===== config.mk =====
export PLATFORM = sky130hd
export DESIGN_NAME = servo_slew_ramp
export DESIGN_NICKNAME = d
export VERILOG_FILES = /design/src/rtl/servo_slew_ramp.sv
export SDC_FILE = /design/constraint.sdc
export NUM_CORES = 1
export LEC_CHECK = 0
export ABC_AREA = 1
export CORE_MARGIN = 2
export CORE_UTILIZATION = 30
export CTS_CLUSTER_DIAMETER = 30
export DETAILED_ROUTE_END_ITERATION = 10
export DONT_BUFFER_PORTS = 1
export GPL_TIMING_DRIVEN = 0
export PLACE_DENSITY = 0.53
export SYNTH_ARGS = -nofsm -noshare
export SYNTH_HDL_FRONTEND = slang
export SYNTH_SLANG_ARGS = --single-unit

===== constraint.sdc =====
create_clock -name clk -period 7.9 [get_ports clk]
set_input_delay 0.79 -clock clk [delete_from_list [all_inputs] [get_ports clk]]
set_output_delay 0.79 -clock clk [all_outputs]
set_load 0.03 [all_outputs]

===== src/rtl/servo_slew_ramp.sv =====
// servo_slew_ramp: slews a clamped target pulse width by at most STEP ticks per servo frame
// and emits the frame-start strobe plus a per-frame-stable pulse width for the PWM stage.
module servo_slew_ramp #(
    parameter int W           = 16,
    parameter int FRAME_TICKS = 20000,
    parameter int MIN_PW      = 1000,
    parameter int MAX_PW      = 2000,
    parameter int RESET_PW    = 1500,
    parameter int STEP        = 10
) (
    input  logic         clk,
    input  logic         rst_n,
    input  logic [W-1:0] target_pw,
    input  logic         target_valid,
    output logic         target_ready,
    output logic [W-1:0] pw_ticks,
    output logic         frame_start,
    output logic         busy,
    output logic         at_target
);
    localparam int CW = (FRAME_TICKS > 2) ? $clog2(FRAME_TICKS) : 1;
    localparam logic [CW-1:0] CNT_LAST = CW'(FRAME_TICKS - 1);
    localparam logic [W-1:0] MIN_V   = W'(MIN_PW);
    localparam logic [W-1:0] MAX_V   = W'(MAX_PW);
    localparam logic [W-1:0] RESET_V = W'(RESET_PW);
    localparam logic [W-1:0] STEP_V  = W'(STEP);

    typedef enum logic [1:0] {IDLE, RAMP_UP, RAMP_DOWN} state_t;

    state_t        state_q, state_d;
    logic [CW-1:0] frame_cnt_q, frame_cnt_d;
    logic          frame_start_q, frame_start_d;
    logic [W-1:0]  pw_q, pw_d, tgt_q, tgt_d, clamped, diff;
    logic          busy_q, busy_d, at_target_q, at_target_d;

    always_comb begin
        frame_cnt_d   = (frame_cnt_q == CNT_LAST) ? '0 : frame_cnt_q + 1'b1;
        frame_start_d = frame_cnt_q == CNT_LAST;
        clamped       = (target_pw < MIN_V) ? MIN_V : (target_pw > MAX_V) ? MAX_V : target_pw;
        tgt_d         = (target_valid && target_ready) ? clamped : tgt_q;
        diff          = (state_q == RAMP_UP) ? tgt_q - pw_q : pw_q - tgt_q;
        pw_d          = pw_q;
        // A short remaining gap snaps to the target so the ramp never overshoots.
        if (frame_start_q && state_q != IDLE)
            pw_d = (diff > STEP_V) ? ((state_q == RAMP_UP) ? pw_q + STEP_V : pw_q - STEP_V) : tgt_q;
        state_d       = (pw_d == tgt_d) ? IDLE : (pw_d < tgt_d) ? RAMP_UP : RAMP_DOWN;
        busy_d        = state_d != IDLE;
        at_target_d   = state_d == IDLE;
    end

    always_ff @(posedge clk or negedge rst_n) begin
        if (!rst_n) begin
            state_q       <= IDLE;
            frame_cnt_q   <= '0;
            frame_start_q <= 1'b0;
            pw_q          <= RESET_V;
            tgt_q         <= RESET_V;
            busy_q        <= 1'b0;
            at_target_q   <= 1'b1;
        end else begin
            state_q       <= state_d;
            frame_cnt_q   <= frame_cnt_d;
            frame_start_q <= frame_start_d;
            pw_q          <= pw_d;
            tgt_q         <= tgt_d;
            busy_q        <= busy_d;
            at_target_q   <= at_target_d;
        end
    end

    assign target_ready = ~frame_start_q;
    assign pw_ticks     = pw_q;
    assign frame_start  = frame_start_q;
    assign busy         = busy_q;
    assign at_target    = at_target_q;
endmodule


---- After elaboration in Yosys (flattened, before gate mapping) ----
Cells that the tools add are included.
Widths: inputs -> output; s select.
word-level totals
  register bits ........................... 52
  latch bits .............................. 0
  bits in writable memories ............... 0
  bits in read-only memories .............. 0
  input bits .............................. 19
  output and inout port bits .............. 20
  word-level logic and storage cells ...... 35
  memories kept ........................... 0
cells by class
  add/sub/neg operators ................... 5
  multipliers ............................. 0
  div/mod/pow operators ................... 0
  $lt $le $gt $ge ......................... 4
  equality and inequality tests ........... 3
  shift-type cells ........................ 0
  muxes and demuxes ....................... 10
  bitwise logic cells ..................... 1
  reduce and logical (&&, ||, !) cells .... 5
operators with widths
  operator               count
  $mux 16                7
  $sub 16x16->16         2
  $add 16x4->16 const B  1
  $eq 16x16->1           1
  $gt 16x11->1 const B   1
  $gt 16x4->1 const B    1
  $lt 16x10->1 const B   1
  $lt 16x16->1           1
  $sub 16x4->16 const B  1
  $add 15x1->15 const B  1
  $eq 15x15->1 const B   1
  $mux 15                1
  $mux 2                 2
  $reduce_bool 2->1      2
  $eq 2x1->1 const B     1
  $logic_and 1x1->1      2
  $logic_not 2->1        1
  $not 1->1              1

---- Depth between registers and ports, before layout ----
Gate-level depths: netlist of the first run.
  word-level depth ........................ 9
  mapped depth ............................ 30
  depth with buffers taken out ............ 28

---- Worst setup path before layout of the first run ----
OpenSTA, ideal clock, no wires.
  path kind ............................... register to register
  start ................................... register pw_q[1], in the netlist pw_ticks[1]
  end ..................................... register state_q[0]
  library setup time ...................... 71 ps
  arrival ................................. 3468 ps
  data required time ...................... 7829 ps
  slack ................................... 4361 ps
  stages on the path, launching flop included .. 26
  path buffers ............................ 1
  period minus slack after synthesis ...... 3539 ps
  cells stage by stage .................... dfrtp_1 inv_1 fa_1 nand3_1 nand2_1 nand2_1 nand3_1 nand3b_1 nand2_1 nand2_1 nand2_1 nor2_2 nand3_1 nor2_4 buf_8 nand3_2 nand2_1 nor2_1 ha_1 inv_1 o21bai_1 a221oi_1 o221ai_1 nand2_1 nand2_1 nor2_1
between the ends
  longest elaborated chain between the ends .. 8
  elaborated cells on any way between the ends .. 13
  those cells by class .................... 4 x add/sub; 2 x order compare; 1 x eq/ne; 6 x mux
ends and longest elaborated chain
  item                    line  text
  start, declared         33    logic [W-1:0] pw_q, pw_d, tgt_q, tgt_d, clamped, diff;
  start signal, assigned  64    pw_q <= pw_d;
  $sub 16x16->16          41    diff = (state_q == RAMP_UP) ? tgt_q - pw_q : pw_q - tgt_q;
  $mux 16                 41
  $gt 16x4->1             45    pw_d = (diff > STEP_V) ? ((state_q == RAMP_UP) ? pw_q + STEP_V : pw_q - STEP_V) : tgt_q;
  $mux 16                 45
  $mux 16 (*)             44    if (frame_start_q && state_q != IDLE)
  named net pw_d[1]       33
  $lt 16x16->1            46    state_d = (pw_d == tgt_d) ? IDLE : (pw_d < tgt_d) ? RAMP_UP : RAMP_DOWN;
  $mux 2                  46
  $mux 2 (*)              46
  named net state_d[0]    30    state_t state_q, state_d;
  end signal, assigned    61    state_q <= state_d;
  end, declared           30
The timed path passes the listed nets; every way through them passes the cells marked *.

---- Worst setup path after layout of the first run ----
  start ................................... register pw_q[11], in the netlist pw_ticks[11]
  end ..................................... register state_q[0]
between the ends
  longest elaborated chain between the ends .. 8
  elaborated cells on any way between the ends .. 13
  those cells by class .................... 4 x add/sub; 2 x order compare; 1 x eq/ne; 6 x mux
ends and longest elaborated chain
  item                  line
  $sub 16x16->16        41
  $mux 16               41
  $gt 16x4->1           45
  $mux 16 (*)           45
  $mux 16 (*)           44
  named net pw_d[12]    33
  $lt 16x16->1          46
  $mux 2                46
  $mux 2 (*)            46
  named net state_d[0]  30
Marked as above.

==> results of run 1 <==
==> path summary, 6_finish.rpt <==
kind	endpoint	cells past startpoint
min in group clk	frame_cnt_q[0]	1
hold / removal	tgt_q[11]	0
max in group asynchronous	pw_ticks[6]	0
setup / recovery	state_q[0]	23
hold reg to reg	frame_cnt_q[0]	1
setup reg to reg	state_q[0]	23
==> registers in the layout (all words and copies together), names as in the netlist <==
register,cells
frame_start,1
at_target,1
frame_cnt_q,15
state_q,2
pw_ticks,16
busy,1
tgt_q,16
==> final cells by class <==
type,instances,area (sq um)
multi-input cells,622,3530
fillers,1961,12000
clock inverters,3,22.5
plain buffers,11,73.8
flip-flops and latches,52,1320
inverters,149,559
clock buffers,5,125
well taps,229,287
==> power groups by stage <==
stage | Clock, mW | Sequential [mW] | Combinational [mW]
after detailed placement | 0 | 0.277 | 0.0585
after CTS | 0.229 | 0.272 | 0.0587
after global placement | 0 | 0.277 | 0.0582
final | 0.221 | 0.272 | 0.0584
after floorplan | 0 | 0.276 | 0.0457
after global routing | 0.236 | 0.272 | 0.0676
==> routing by layer <==
metal / track usage [%] / wire [um] / up-vias
met5: 0 / 0 / -
met4: 4.36 / 258 / 0
met3: 1.80 / 496 / 15
met2: 26.8 / 6970 / 73
met1: 21.8 / 7480 / 2307
li1: - / - / 2659
==> kinds of logic (layout without fill, tap and decap cells) <==
family | after synthesis | after routing | synth area share [%]
xor gates and xnor gates | 22 | 22 | 3.52
AOI/OAI and AO/OA | 79 | 79 | 8.52
buffers and inverters | 160 | 168 | 11.6
muxes | 1 | 1 | 0.183
adders and majority gates | 63 | 63 | 14.8
DFF | 52 | 52 | 24.1
and+or+nand+nor | 457 | 457 | 37.4
==> cell usage after synthesis, types with 2 or more instances <==
| master | number |
|---|---|
| o21bai_1 | 2 |
| and2_1 | 2 |
| fa_1 | 3 |
| nor3_2 | 3 |
| o21ai_1 | 4 |
| a22oi_1 | 2 |
| nor3_1 | 7 |
| nand2_1 | 252 |
| buf_2 | 5 |
| nand3b_1 | 3 |
| o22ai_1 | 6 |
| a21oi_1 | 35 |
| xor2_1 | 16 |
| ha_1 | 60 |
| a21boi_0 | 2 |
| nand3_2 | 10 |
| buf_4 | 2 |
| nor2_1 | 69 |
| o21ai_0 | 12 |
| a21o_1 | 3 |
| nor2_4 | 5 |
| nor2_2 | 2 |
| dfstp_2 | 15 |
| nand4_1 | 10 |
| nor4_1 | 2 |
| xnor2_1 | 6 |
| dfrtp_1 | 37 |
| o21a_1 | 3 |
| nand3_1 | 78 |
| a211oi_1 | 2 |
| clkbuf_1 | 2 |
| inv_1 | 143 |
| nand2_2 | 9 |
| inv_2 | 6 |
==> critical path: cells and delay by family, from the launching register on <==
kind / cells / cell delay (ps)
flops: 1 / 680
buf+inv: 3 / 410
simple gates: 18 / 2650
fa+ha+maj: 2 / 580
==> metrics by stage <==
stage / utilization [%] / cells
2_1_floorplan: - / 834
3_3_place_gp: 32.1 / 1063
3_5_place_dp: 32.1 / 1063
4_1_cts: 32.9 / 1071
5_1_grt: 32.9 / 1071
6_report: 32.9 / 1071
==> impl_metrics.xml, run 1 <==
<?xml version="1.0" encoding="UTF-8"?>
<metrics>
  <group name="status">
    <metric name="run_status" unit="">completed</metric>
  </group>
  <group name="sta">
    <metric name="portion_of_the_clock_cycle_consumed_by_the_worst_path_in_the_final_layout" unit="%">56.4</metric>
    <metric name="setup_viol_count_final" unit="">0</metric>
    <metric name="fin_crit" unit="ps">4460</metric>
    <metric name="max_slew.worst_pin.slew" unit="ps">677</metric>
    <metric name="post_route_setup_tns" unit="ps">0</metric>
    <metric name="hold_ws" unit="ps">181</metric>
    <metric name="grt_setup_unrepaired" unit="">no</metric>
    <metric name="max_slew_margin" unit="%">54.9</metric>
    <metric name="clock-skew-final" unit="ps">10.9</metric>
    <metric name="setup_slack" unit="ps">3440</metric>
    <metric name="fmax" unit="GHz">0.224</metric>
    <metric name="max_slew_violations" unit="">0</metric>
    <metric name="timing.final.hold_violations" unit="">0</metric>
  </group>
  <group name="worst_setup_path">
    <metric name="critPathMostFrequentCell" unit="">nand2_1</metric>
    <metric name="crit_type" unit="">reg -&gt; reg</metric>
    <metric name="timing.critical_path.required" unit="ps">8080</metric>
    <metric name="startpoint_type" unit="">register</metric>
    <metric name="timing.critical_path.slowest_cell_delay" unit="ps">680</metric>
    <metric name="startpoint_of_the_most_critical_setup_path" unit="">pw_ticks[11]</metric>
    <metric name="slowest_stage" unit="">dfrtp_1</metric>
    <metric name="worst-endpoint-arrival" unit="ps">4640</metric>
    <metric name="worst-r2r-setup-slack" unit="ps">3440</metric>
    <metric name="crit_chain" unit="">inv_1, ha_1, buf_4, nand2_1, nor2_1, and2_1, nand2_1, nand3_1, nand2_1, nand2_1, nand2_1, nor2_1, nand2_2, nor2_4, nand2_1, nor2_1, nor2_1, ha_1, nand4_1, nor3_1, nand4_1, inv_1, nor2_1</metric>
    <metric name="regToRegStartpoint" unit="">pw_ticks[11]</metric>
    <metric name="critPathMaxFanout" unit="">9</metric>
    <metric name="type_of_destination_of_the_critical_path" unit="">register</metric>
  </group>
  <group name="clock_tree">
    <metric name="cts_buffers" unit="">5</metric>
    <metric name="postCtsSetupBuffers" unit="">0</metric>
    <metric name="htree_levels" unit="">2</metric>
    <metric name="tritoncts" unit="">yes</metric>
    <metric name="cts.clk_slew.worst_paths" unit="ps">70</metric>
    <metric name="hold_buffers" unit="">0</metric>
    <metric name="ctsLongestPathBuffers" unit="">2</metric>
    <metric name="ctsResizeCount" unit="">0</metric>
    <metric name="clock_sinks" unit="">52</metric>
    <metric name="clock-root-buffer" unit="">clkbuf_16</metric>
    <metric name="worstSkewPairLatency" unit="ps">300</metric>
  </group>
  <group name="logic_synthesis">
    <metric name="post_synth.cell_area_avg" unit="sq um">6.57</metric>
    <metric name="postSynthNetCount" unit="">916</metric>
    <metric name="syn-cell-area" unit="sq um">5480</metric>
    <metric name="synth_flop_cell" unit="">dfrtp_1</metric>
    <metric name="number_of_enable_type_register_cells_in_the_synthesized_netlist" unit="">0</metric>
    <metric name="netlist.top_cell.by_area" unit="">nand2_1</metric>
    <metric name="ys_seq_area_share" unit="%">24.1</metric>
    <metric name="synthesis.yosys.warnings" unit="">0</metric>
    <metric name="post_synthesis_register_bit_count" unit="">52</metric>
    <metric name="synth_top_area_share" unit="%">17.3</metric>
    <metric name="asyncSetResetFlopFracSynth" unit="%">100</metric>
    <metric name="synth_cell_type_count" unit="">50</metric>
    <metric name="synth.area.top_cells" unit="">nand2_1 (17%), dfrtp_1 (17%), ha_1 (14%)</metric>
    <metric name="postSynthCellCount" unit="">834</metric>
  </group>
  <group name="place">
    <metric name="place_area" unit="sq um">5770</metric>
    <metric name="preCtsSetupSlack" unit="ps">3450</metric>
    <metric name="placement.io_buffers" unit="">0</metric>
    <metric name="globalplace.congestion" unit="">0.860</metric>
    <metric name="dp_hpwl" unit="um">12600</metric>
  </group>
  <group name="pwr">
    <metric name="p_total" unit="mW">0.551</metric>
    <metric name="switchingPower" unit="mW">0.142</metric>
    <metric name="p_leak" unit="nW">3.32</metric>
    <metric name="peakVddDrop" unit="V">0.000102</metric>
    <metric name="power.sequential.fraction" unit="%">49.3</metric>
    <metric name="p_int" unit="mW">0.409</metric>
    <metric name="clock_power_share" unit="%">40.1</metric>
    <metric name="power.density_cell_area" unit="nW/um^2">93.2</metric>
    <metric name="switching_share_of_total_power" unit="%">25.8</metric>
    <metric name="combinationalPowerShare" unit="%">10.6</metric>
  </group>
  <group name="routing">
    <metric name="routed_wl" unit="um">15200</metric>
    <metric name="viasPerCell" unit="">4.72</metric>
    <metric name="dr_total_vias" unit="">5054</metric>
    <metric name="firstDrtPassIters" unit="">5</metric>
    <metric name="drt_iter0_drc" unit="">280</metric>
    <metric name="detail_route.wl_per_cell" unit="um">14.2</metric>
    <metric name="drtAntennaViolNets" unit="">0</metric>
    <metric name="drc_errors_left" unit="">0</metric>
  </group>
  <group name="run">
    <metric name="timing.max_cap.violations" unit="">0</metric>
  </group>
  <group name="global_route">
    <metric name="global_route_wire_length_before_repair" unit="um">24900</metric>
    <metric name="grt_start_max_net_pins" unit="">53</metric>
    <metric name="initial_antenna_violation_count" unit="">0</metric>
    <metric name="first_global_vias" unit="">4871</metric>
    <metric name="grt_remaining_overflow" unit="">0</metric>
    <metric name="grt_use_total" unit="%">15.9</metric>
  </group>
  <group name="die">
    <metric name="floorplan.die.height" unit="um">139</metric>
    <metric name="initial_core_util" unit="%">30.5</metric>
    <metric name="design.core.area" unit="sq um">18000</metric>
    <metric name="die_width" unit="um">139</metric>
    <metric name="fp-row-count" unit="">49</metric>
    <metric name="ioPinCount" unit="">39</metric>
    <metric name="fp.dieArea" unit="sq um">19400</metric>
  </group>
  <group name="final_layout">
    <metric name="layout.cells.most_common_list" unit="">nand2_1 (252), inv_1 (143), nand3_1 (78)</metric>
    <metric name="antenna_cells_inserted" unit="">0</metric>
    <metric name="final_nets" unit="">923</metric>
    <metric name="layout.cells.most_common" unit="">nand2_1</metric>
    <metric name="ratio_of_cells_with_drive_above_1_in_the_final_layout" unit="%">8.67</metric>
    <metric name="total_non_filler_cell_area_in_the_finished_layout" unit="sq um">5910</metric>
    <metric name="flow.area_growth_from_synthesis" unit="%">7.92</metric>
  </group>
  <group name="min_path">
    <metric name="hold_path.class" unit="">in -&gt; async</metric>
  </group>
</metrics>
No activity file was read; power rests on OpenSTA's default activity.
==> inputs of run 2 (changes only) <==
PLACE_DENSITY = 0.54   (was 0.53)
clock period = 3.9 ns   (was 7.9 ns; I/O delays follow)
==> run 2 against run 1 <==
The run now ends with setup timing left. Routed wire length up 5.1%. Sequential cell count unchanged. Cell area up 15%. Highest routed layer unchanged.
==> impl_metrics.xml, run 2 (same netlist as run 1, synthesis figures left out) <==
<?xml version="1.0" encoding="UTF-8"?>
<metrics>
  <group name="place">
    <metric name="dp_hpwl" unit="um">12600</metric>
    <metric name="globalplace.congestion" unit="">0.842</metric>
    <metric name="place_inst" unit="">1063</metric>
    <metric name="place_area" unit="sq um">5770</metric>
    <metric name="placement.io_buffers" unit="">0</metric>
  </group>
  <group name="die">
    <metric name="ioPinCount" unit="">39</metric>
    <metric name="fp.dieArea" unit="sq um">19400</metric>
    <metric name="initial_core_util" unit="%">30.5</metric>
    <metric name="design.core.area" unit="sq um">18000</metric>
    <metric name="fp-row-count" unit="">49</metric>
    <metric name="floorplan.die.height" unit="um">139</metric>
    <metric name="die_width" unit="um">139</metric>
  </group>
  <group name="final_layout">
    <metric name="fin_cells" unit="">1100</metric>
    <metric name="layout.cells.most_common_list" unit="">nand2_1 (207), inv_1 (124), nand3_1 (59)</metric>
    <metric name="fill_cells" unit="">1913</metric>
    <metric name="area_taken_by_multi_input_logic_gates" unit="sq um">4080</metric>
    <metric name="final_nets" unit="">952</metric>
    <metric name="antenna_cells_inserted" unit="">0</metric>
    <metric name="ratio_of_cells_with_drive_above_1_in_the_final_layout" unit="%">27.3</metric>
    <metric name="layout.cells.most_common" unit="">nand2_1</metric>
    <metric name="total_non_filler_cell_area_in_the_finished_layout" unit="sq um">6780</metric>
    <metric name="post-route-util" unit="%">37.8</metric>
    <metric name="ff_latch_area" unit="sq um">1330</metric>
    <metric name="flow.area_growth_from_synthesis" unit="%">23.7</metric>
  </group>
  <group name="routing">
    <metric name="firstDrtPassIters" unit="">5</metric>
    <metric name="drc_errors_left" unit="">0</metric>
    <metric name="viasPerCell" unit="">4.81</metric>
    <metric name="detail_route.wl_per_cell" unit="um">14.5</metric>
    <metric name="drt_iter0_drc" unit="">294</metric>
    <metric name="drtAntennaViolNets" unit="">0</metric>
    <metric name="dr_total_vias" unit="">5290</metric>
    <metric name="routed_wl" unit="um">16000</metric>
  </group>
  <group name="clock_tree">
    <metric name="clock_sinks" unit="">52</metric>
    <metric name="ctsLongestPathBuffers" unit="">2</metric>
    <metric name="cts_buffers" unit="">5</metric>
    <metric name="worstSkewPairLatency" unit="ps">300</metric>
    <metric name="tritoncts" unit="">yes</metric>
    <metric name="clock-root-buffer" unit="">clkbuf_16</metric>
    <metric name="htree_levels" unit="">2</metric>
    <metric name="cts.clk_slew.worst_paths" unit="ps">70</metric>
  </group>
  <group name="sta">
    <metric name="setup_slack" unit="ps">-99.6</metric>
    <metric name="grt_setup_unrepaired" unit="">yes</metric>
    <metric name="timing.final.hold_violations" unit="">0</metric>
    <metric name="max_slew_margin" unit="%">55.7</metric>
    <metric name="clock-skew-final" unit="ps">7.35</metric>
    <metric name="max_slew.worst_pin.slew" unit="ps">665</metric>
    <metric name="max_slew_violations" unit="">0</metric>
    <metric name="fmax" unit="GHz">0.250</metric>
    <metric name="setup_viol_count_final" unit="">3</metric>
    <metric name="portion_of_the_clock_cycle_consumed_by_the_worst_path_in_the_final_layout" unit="%">103</metric>
    <metric name="fin_crit" unit="ps">4000</metric>
  </group>
  <group name="min_path">
    <metric name="hold_path_startpoint" unit="">target_pw[1]</metric>
    <metric name="whs_endpoint" unit="">tgt_q[1]</metric>
    <metric name="worstHoldPathCells" unit="">2</metric>
    <metric name="hold_path.class" unit="">in -&gt; reg</metric>
  </group>
  <group name="worst_setup_path">
    <metric name="regToRegStartpoint" unit="">pw_ticks[2]</metric>
    <metric name="startpoint_of_the_most_critical_setup_path" unit="">pw_ticks[2]</metric>
    <metric name="critPathMaxFanout" unit="">5</metric>
    <metric name="startpoint_type" unit="">register</metric>
    <metric name="crit_type" unit="">reg -&gt; reg</metric>
    <metric name="timing.critical_path.required" unit="ps">4130</metric>
    <metric name="type_of_destination_of_the_critical_path" unit="">register</metric>
    <metric name="worst-r2r-setup-slack" unit="ps">-100</metric>
    <metric name="worst-endpoint-arrival" unit="ps">4230</metric>
    <metric name="worstRegToRegCells" unit="">27</metric>
    <metric name="reg2reg_capture_point" unit="">state_q[0]</metric>
  </group>
  <group name="global_route">
    <metric name="initial_antenna_violation_count" unit="">0</metric>
    <metric name="grt_use_total" unit="%">16.4</metric>
    <metric name="grt_remaining_overflow" unit="">0</metric>
    <metric name="first_global_vias" unit="">5052</metric>
    <metric name="grt_util_met1" unit="%">22.3</metric>
    <metric name="grt_start_max_net_pins" unit="">53</metric>
    <metric name="global_route_wire_length_before_repair" unit="um">25700</metric>
    <metric name="grt_use_met2" unit="%">28.1</metric>
    <metric name="globalRoute.busiestLayer" unit="">met2</metric>
    <metric name="met3_resource_use_gr" unit="%">1.45</metric>
  </group>
  <group name="status">
    <metric name="run_status" unit="">finished, violations left</metric>
    <metric name="violations" unit="">setup timing</metric>
  </group>
  <group name="pwr">
    <metric name="p_total" unit="mW">1.25</metric>
    <metric name="peakVddDrop" unit="V">0.000240</metric>
    <metric name="power.density_cell_area" unit="nW/um^2">184</metric>
    <metric name="p_leak" unit="nW">3.57</metric>
  </group>
  <group name="run">
    <metric name="timing.max_cap.violations" unit="">0</metric>
  </group>
</metrics>
## run 2: metrics by stage
stage / worst slack (ps) / hold slack [ps] / setup TNS (ps)
detailed placement: -543 / 95.7 / -1910
finish: -99.6 / 244 / -208
CTS: -91.5 / 241 / -141
global placement: -525 / 95.7 / -1840
floorplan: 361 / 94.4 / 0
global route: -254 / 245 / -871
## run 2: how the worst max path moves through the flow
stage            endpoint  slack [ps]  depth (start not counted)
2_1_floorplan  state_q[0]         360                         25
3_3_place_gp   state_q[0]        -530                         22
3_5_place_dp   state_q[0]        -540                         22
4_1_cts        state_q[0]         -90                         28
5_1_grt        state_q[0]        -250                         27
6_report       state_q[0]        -100                         27
## run 2: what timing repair did
item,CTS,global route
resized for setup,109,66
hold endpoints to repair,52,0
pin swaps,41,29
gates cloned,2,0
setup buffers,14,12
endpoints found under the setup margin,4,4
hold buffers,2,0
## run 2: worst max-delay path, stage by stage (launching register included)
cell and delay, ps:
dfstp_2 680, inv_2 90, ha_4 300, buf_8 130, nand2_4 50, nand2_4 70
inv_4 40, nand2_4 80, nand2_2 60, nand2_2 90, nand3_1 110, nand2_2 120
nor3_1 50, nor2_1 170, nand3_2 100, nor2_4 240, buf_6 140, buf_4 90
nand3_1 60, nand2_1 100, nor2_1 60, ha_1 180, a21oi_1 130, nor2_1 80
a211oi_2 220, o221a_2 300, nand2_1 70, nor2_1 100
## run 2: report_power, final
part / switching, mW / internal (mW)
logic: 0.103 / 0.0664
clock network: 0.207 / 0.322
registers: 0.00656 / 0.546
## run 2: layer usage
| layer | share of wire [%] | vias to the layer above |
|---|---|---|
| met5 | 0 | - |
| met4 | 1.9 | 0 |
| met3 | 3.1 | 22 |
| met2 | 47 | 93 |
| met1 | 48 | 2452 |
| li1 | - | 2723 |
## run 2: layout make-up
cell class,instances,share of cell area (%)
Clock buffer,6,2.05
Inverter,149,8.49
Buffer,10,1.11
Tap cell,229,4.23
Clock inverter,2,0.572
Multi-Input combinational cell,623,60.1
Timing Repair Buffer,29,3.76
Sequential cell,52,19.7
==> inputs of run 3 (changes only) <==
CORE_UTILIZATION = 66   (was 30)
PLACE_DENSITY = 0.91   (was 0.54)
clock period = 4.69 ns   (was 3.9 ns; I/O delays follow)
==> run 3 against run 2 <==
Register-to-register slack improved by 370 ps. Non-clock buffer count is 24 lower. Count of clock-buffer cells in the layout stayed put. Critical endpoint unchanged. Hold slack got worse by 240 ps. Cell area decreased by 15%. First-iteration DRC count is 9.5% higher. The flow finishes with violations (hold timing). Highest routed layer unchanged. Global-route usage grew 18 points. Combinational power fell by 33%.
==> impl_metrics.xml, run 3 (same netlist as run 1, synthesis figures left out) <==
<?xml version="1.0" encoding="UTF-8"?>
<metrics>
  <group name="sta">
    <metric name="setup_viol_count_final" unit="">0</metric>
    <metric name="timing.final.hold_violations" unit="">8</metric>
    <metric name="portion_of_the_clock_cycle_consumed_by_the_worst_path_in_the_final_layout" unit="%">94.2</metric>
    <metric name="max_slew_margin" unit="%">61.6</metric>
    <metric name="max_slew_violations" unit="">0</metric>
    <metric name="max_slew.worst_pin.slew" unit="ps">577</metric>
    <metric name="post_route_setup_tns" unit="ps">0</metric>
    <metric name="clock-skew-final" unit="ps">5.97</metric>
    <metric name="grt_setup_unrepaired" unit="">no</metric>
    <metric name="fin_crit" unit="ps">4420</metric>
    <metric name="fmax" unit="GHz">0.226</metric>
    <metric name="hold_ws" unit="ps">-0.529</metric>
  </group>
  <group name="pwr">
    <metric name="peakVddDrop" unit="V">0.000233</metric>
    <metric name="switchingPower" unit="mW">0.221</metric>
    <metric name="clock_power_share" unit="%">34.4</metric>
    <metric name="switching_share_of_total_power" unit="%">25.4</metric>
    <metric name="combinationalPowerShare" unit="%">13.0</metric>
    <metric name="p_leak" unit="nW">3.33</metric>
    <metric name="power.sequential.fraction" unit="%">52.5</metric>
    <metric name="p_int" unit="mW">0.650</metric>
    <metric name="power.density_cell_area" unit="nW/um^2">151</metric>
  </group>
  <group name="global_route">
    <metric name="global_route_wire_length_before_repair" unit="um">23800</metric>
    <metric name="initial_antenna_violation_count" unit="">0</metric>
    <metric name="first_global_vias" unit="">5137</metric>
    <metric name="grt_use_total" unit="%">33.9</metric>
    <metric name="grt_remaining_overflow" unit="">0</metric>
    <metric name="grt_start_max_net_pins" unit="">38</metric>
  </group>
  <group name="die">
    <metric name="die_width" unit="um">95.1</metric>
    <metric name="fp-row-count" unit="">33</metric>
    <metric name="floorplan.die.height" unit="um">95.1</metric>
    <metric name="design.core.area" unit="sq um">8130</metric>
    <metric name="fp.dieArea" unit="sq um">9050</metric>
    <metric name="ioPinCount" unit="">39</metric>
    <metric name="initial_core_util" unit="%">67.4</metric>
  </group>
  <group name="final_layout">
    <metric name="layout.cells.most_common" unit="">nand2_1</metric>
    <metric name="final_nets" unit="">927</metric>
    <metric name="flow.area_growth_from_synthesis" unit="%">5.62</metric>
    <metric name="post-route-util" unit="%">71.2</metric>
    <metric name="total_non_filler_cell_area_in_the_finished_layout" unit="sq um">5790</metric>
    <metric name="fin_cells" unit="">951</metric>
    <metric name="ratio_of_cells_with_drive_above_1_in_the_final_layout" unit="%">8.87</metric>
    <metric name="layout.cells.most_common_list" unit="">nand2_1 (252), inv_1 (143), nand3_1 (78)</metric>
    <metric name="antenna_cells_inserted" unit="">0</metric>
  </group>
  <group name="place">
    <metric name="globalplace.congestion" unit="">0.949</metric>
    <metric name="dp_hpwl" unit="um">11700</metric>
    <metric name="placement.io_buffers" unit="">0</metric>
    <metric name="place_inst" unit="">939</metric>
    <metric name="place_area" unit="sq um">5610</metric>
  </group>
  <group name="status">
    <metric name="run_status" unit="">finished, violations left</metric>
    <metric name="violations" unit="">hold timing</metric>
  </group>
  <group name="worst_setup_path">
    <metric name="timing.critical_path.required" unit="ps">4930</metric>
    <metric name="critPathMaxFanout" unit="">10</metric>
    <metric name="crit_type" unit="">reg -&gt; reg</metric>
    <metric name="worst-endpoint-arrival" unit="ps">4650</metric>
    <metric name="type_of_destination_of_the_critical_path" unit="">register</metric>
    <metric name="startpoint_type" unit="">register</metric>
  </group>
  <group name="clock_tree">
    <metric name="clock-root-buffer" unit="">clkbuf_8</metric>
    <metric name="tritoncts" unit="">yes</metric>
    <metric name="ctsLongestPathBuffers" unit="">2</metric>
    <metric name="htree_levels" unit="">2</metric>
    <metric name="cts.clk_slew.worst_paths" unit="ps">90</metric>
    <metric name="clock_sinks" unit="">52</metric>
    <metric name="cts_buffers" unit="">5</metric>
    <metric name="worstSkewPairLatency" unit="ps">300</metric>
    <metric name="postCtsSetupBuffers" unit="">0</metric>
  </group>
  <group name="routing">
    <metric name="drtAntennaViolNets" unit="">0</metric>
    <metric name="viasPerCell" unit="">5.63</metric>
    <metric name="dr_total_vias" unit="">5354</metric>
    <metric name="drt_iter0_drc" unit="">322</metric>
    <metric name="drc_errors_left" unit="">0</metric>
    <metric name="detail_route.wl_per_cell" unit="um">15.5</metric>
    <metric name="routed_wl" unit="um">14700</metric>
    <metric name="firstDrtPassIters" unit="">5</metric>
  </group>
  <group name="min_path">
    <metric name="hold_path.class" unit="">in -&gt; async</metric>
  </group>
  <group name="run">
    <metric name="timing.max_cap.violations" unit="">0</metric>
  </group>
</metrics>
run 3: critical path, cell delays in order (launching register included):
cell,delay (ps)
dfstp_2,670
inv_1,140
ha_1,330
buf_6,150
nand2_1,70
nand2_1,70
inv_1,70
nand2_1,100
nand2_1,80
nand2_1,80
nand2_1,90
nand2_1,100
nand2_1,90
nand2_1,50
nor2_1,190
nand3_1,100
nor2_1,190
nand3_4,180
nand2_4,180
nor2_1,50
nor2_1,150
ha_1,260
a21oi_1,150
nor2_1,60
a211oi_1,260
o221a_2,320
nand2_1,70
nor2_1,80
run 3: per-stage QoR:
step           hold slack (ps)  power, mW  setup slack (ps)
2_1_floorplan              173      0.541              1150
3_3_place_gp               175      0.562               288
3_5_place_dp               174      0.564               284
4_1_cts                  0.614      0.870               251
5_1_grt                   1.47      0.911              1.57
6_report                -0.529      0.872               274
run 3: cell type report:
class                   instances  area, sq um
multi-input cells             622         3540
repair buffers                  4         50.0
clock inverters                 2         35.0
clock buffers                   6         72.6
fillers                       664         2350
inverters                     149          559
flip-flops and latches         52         1320
well taps                     105          131
plain buffers                  11         73.8
run 3: final timing paths:
check                                from             end  slack (ps)  cells past startpoint
max                           pw_ticks[2]      state_q[0]         270                     27
max reg2reg                   pw_ticks[2]      state_q[0]         270                     27
max in group asynchronous           rst_n     pw_ticks[8]        3780                      1
min reg2reg                frame_cnt_q[0]  frame_cnt_q[0]         470                      1
min in group clk             target_pw[1]        tgt_q[1]         330                      2
min                                 rst_n       tgt_q[11]        -0.5                      1
run 3: routing by layer:
| layer | vias up | GRT usage [%] | part of all wire, % |
|---|---|---|---|
| li1 | 2666 | - | - |
| met4 | 0 | 14.5 | 3.5 |
| met1 | 2436 | 41.1 | 41 |
| met5 | - | 0 | 0 |
| met3 | 37 | 4.19 | 6.7 |
| met2 | 215 | 60.4 | 49 |
run 3: what timing repair did:
| item | in CTS | in global routing |
|---|---|---|
| endpoints found under the setup margin | 0 | 2 |
| hold buffers | 3 | 1 |
| gates resized for setup | 0 | 4 |
| endpoints found under the hold margin | 37 | 10 |
run 3: power groups by stage:
stage               registers, mW  logic [mW]  clock network, mW
detailed placement          0.466      0.0983                  0
global placement            0.466      0.0959                  0
finish                      0.458       0.114              0.300
global route                0.458       0.129              0.323
floorplan                   0.464      0.0770                  0
CTS                         0.458       0.110              0.303
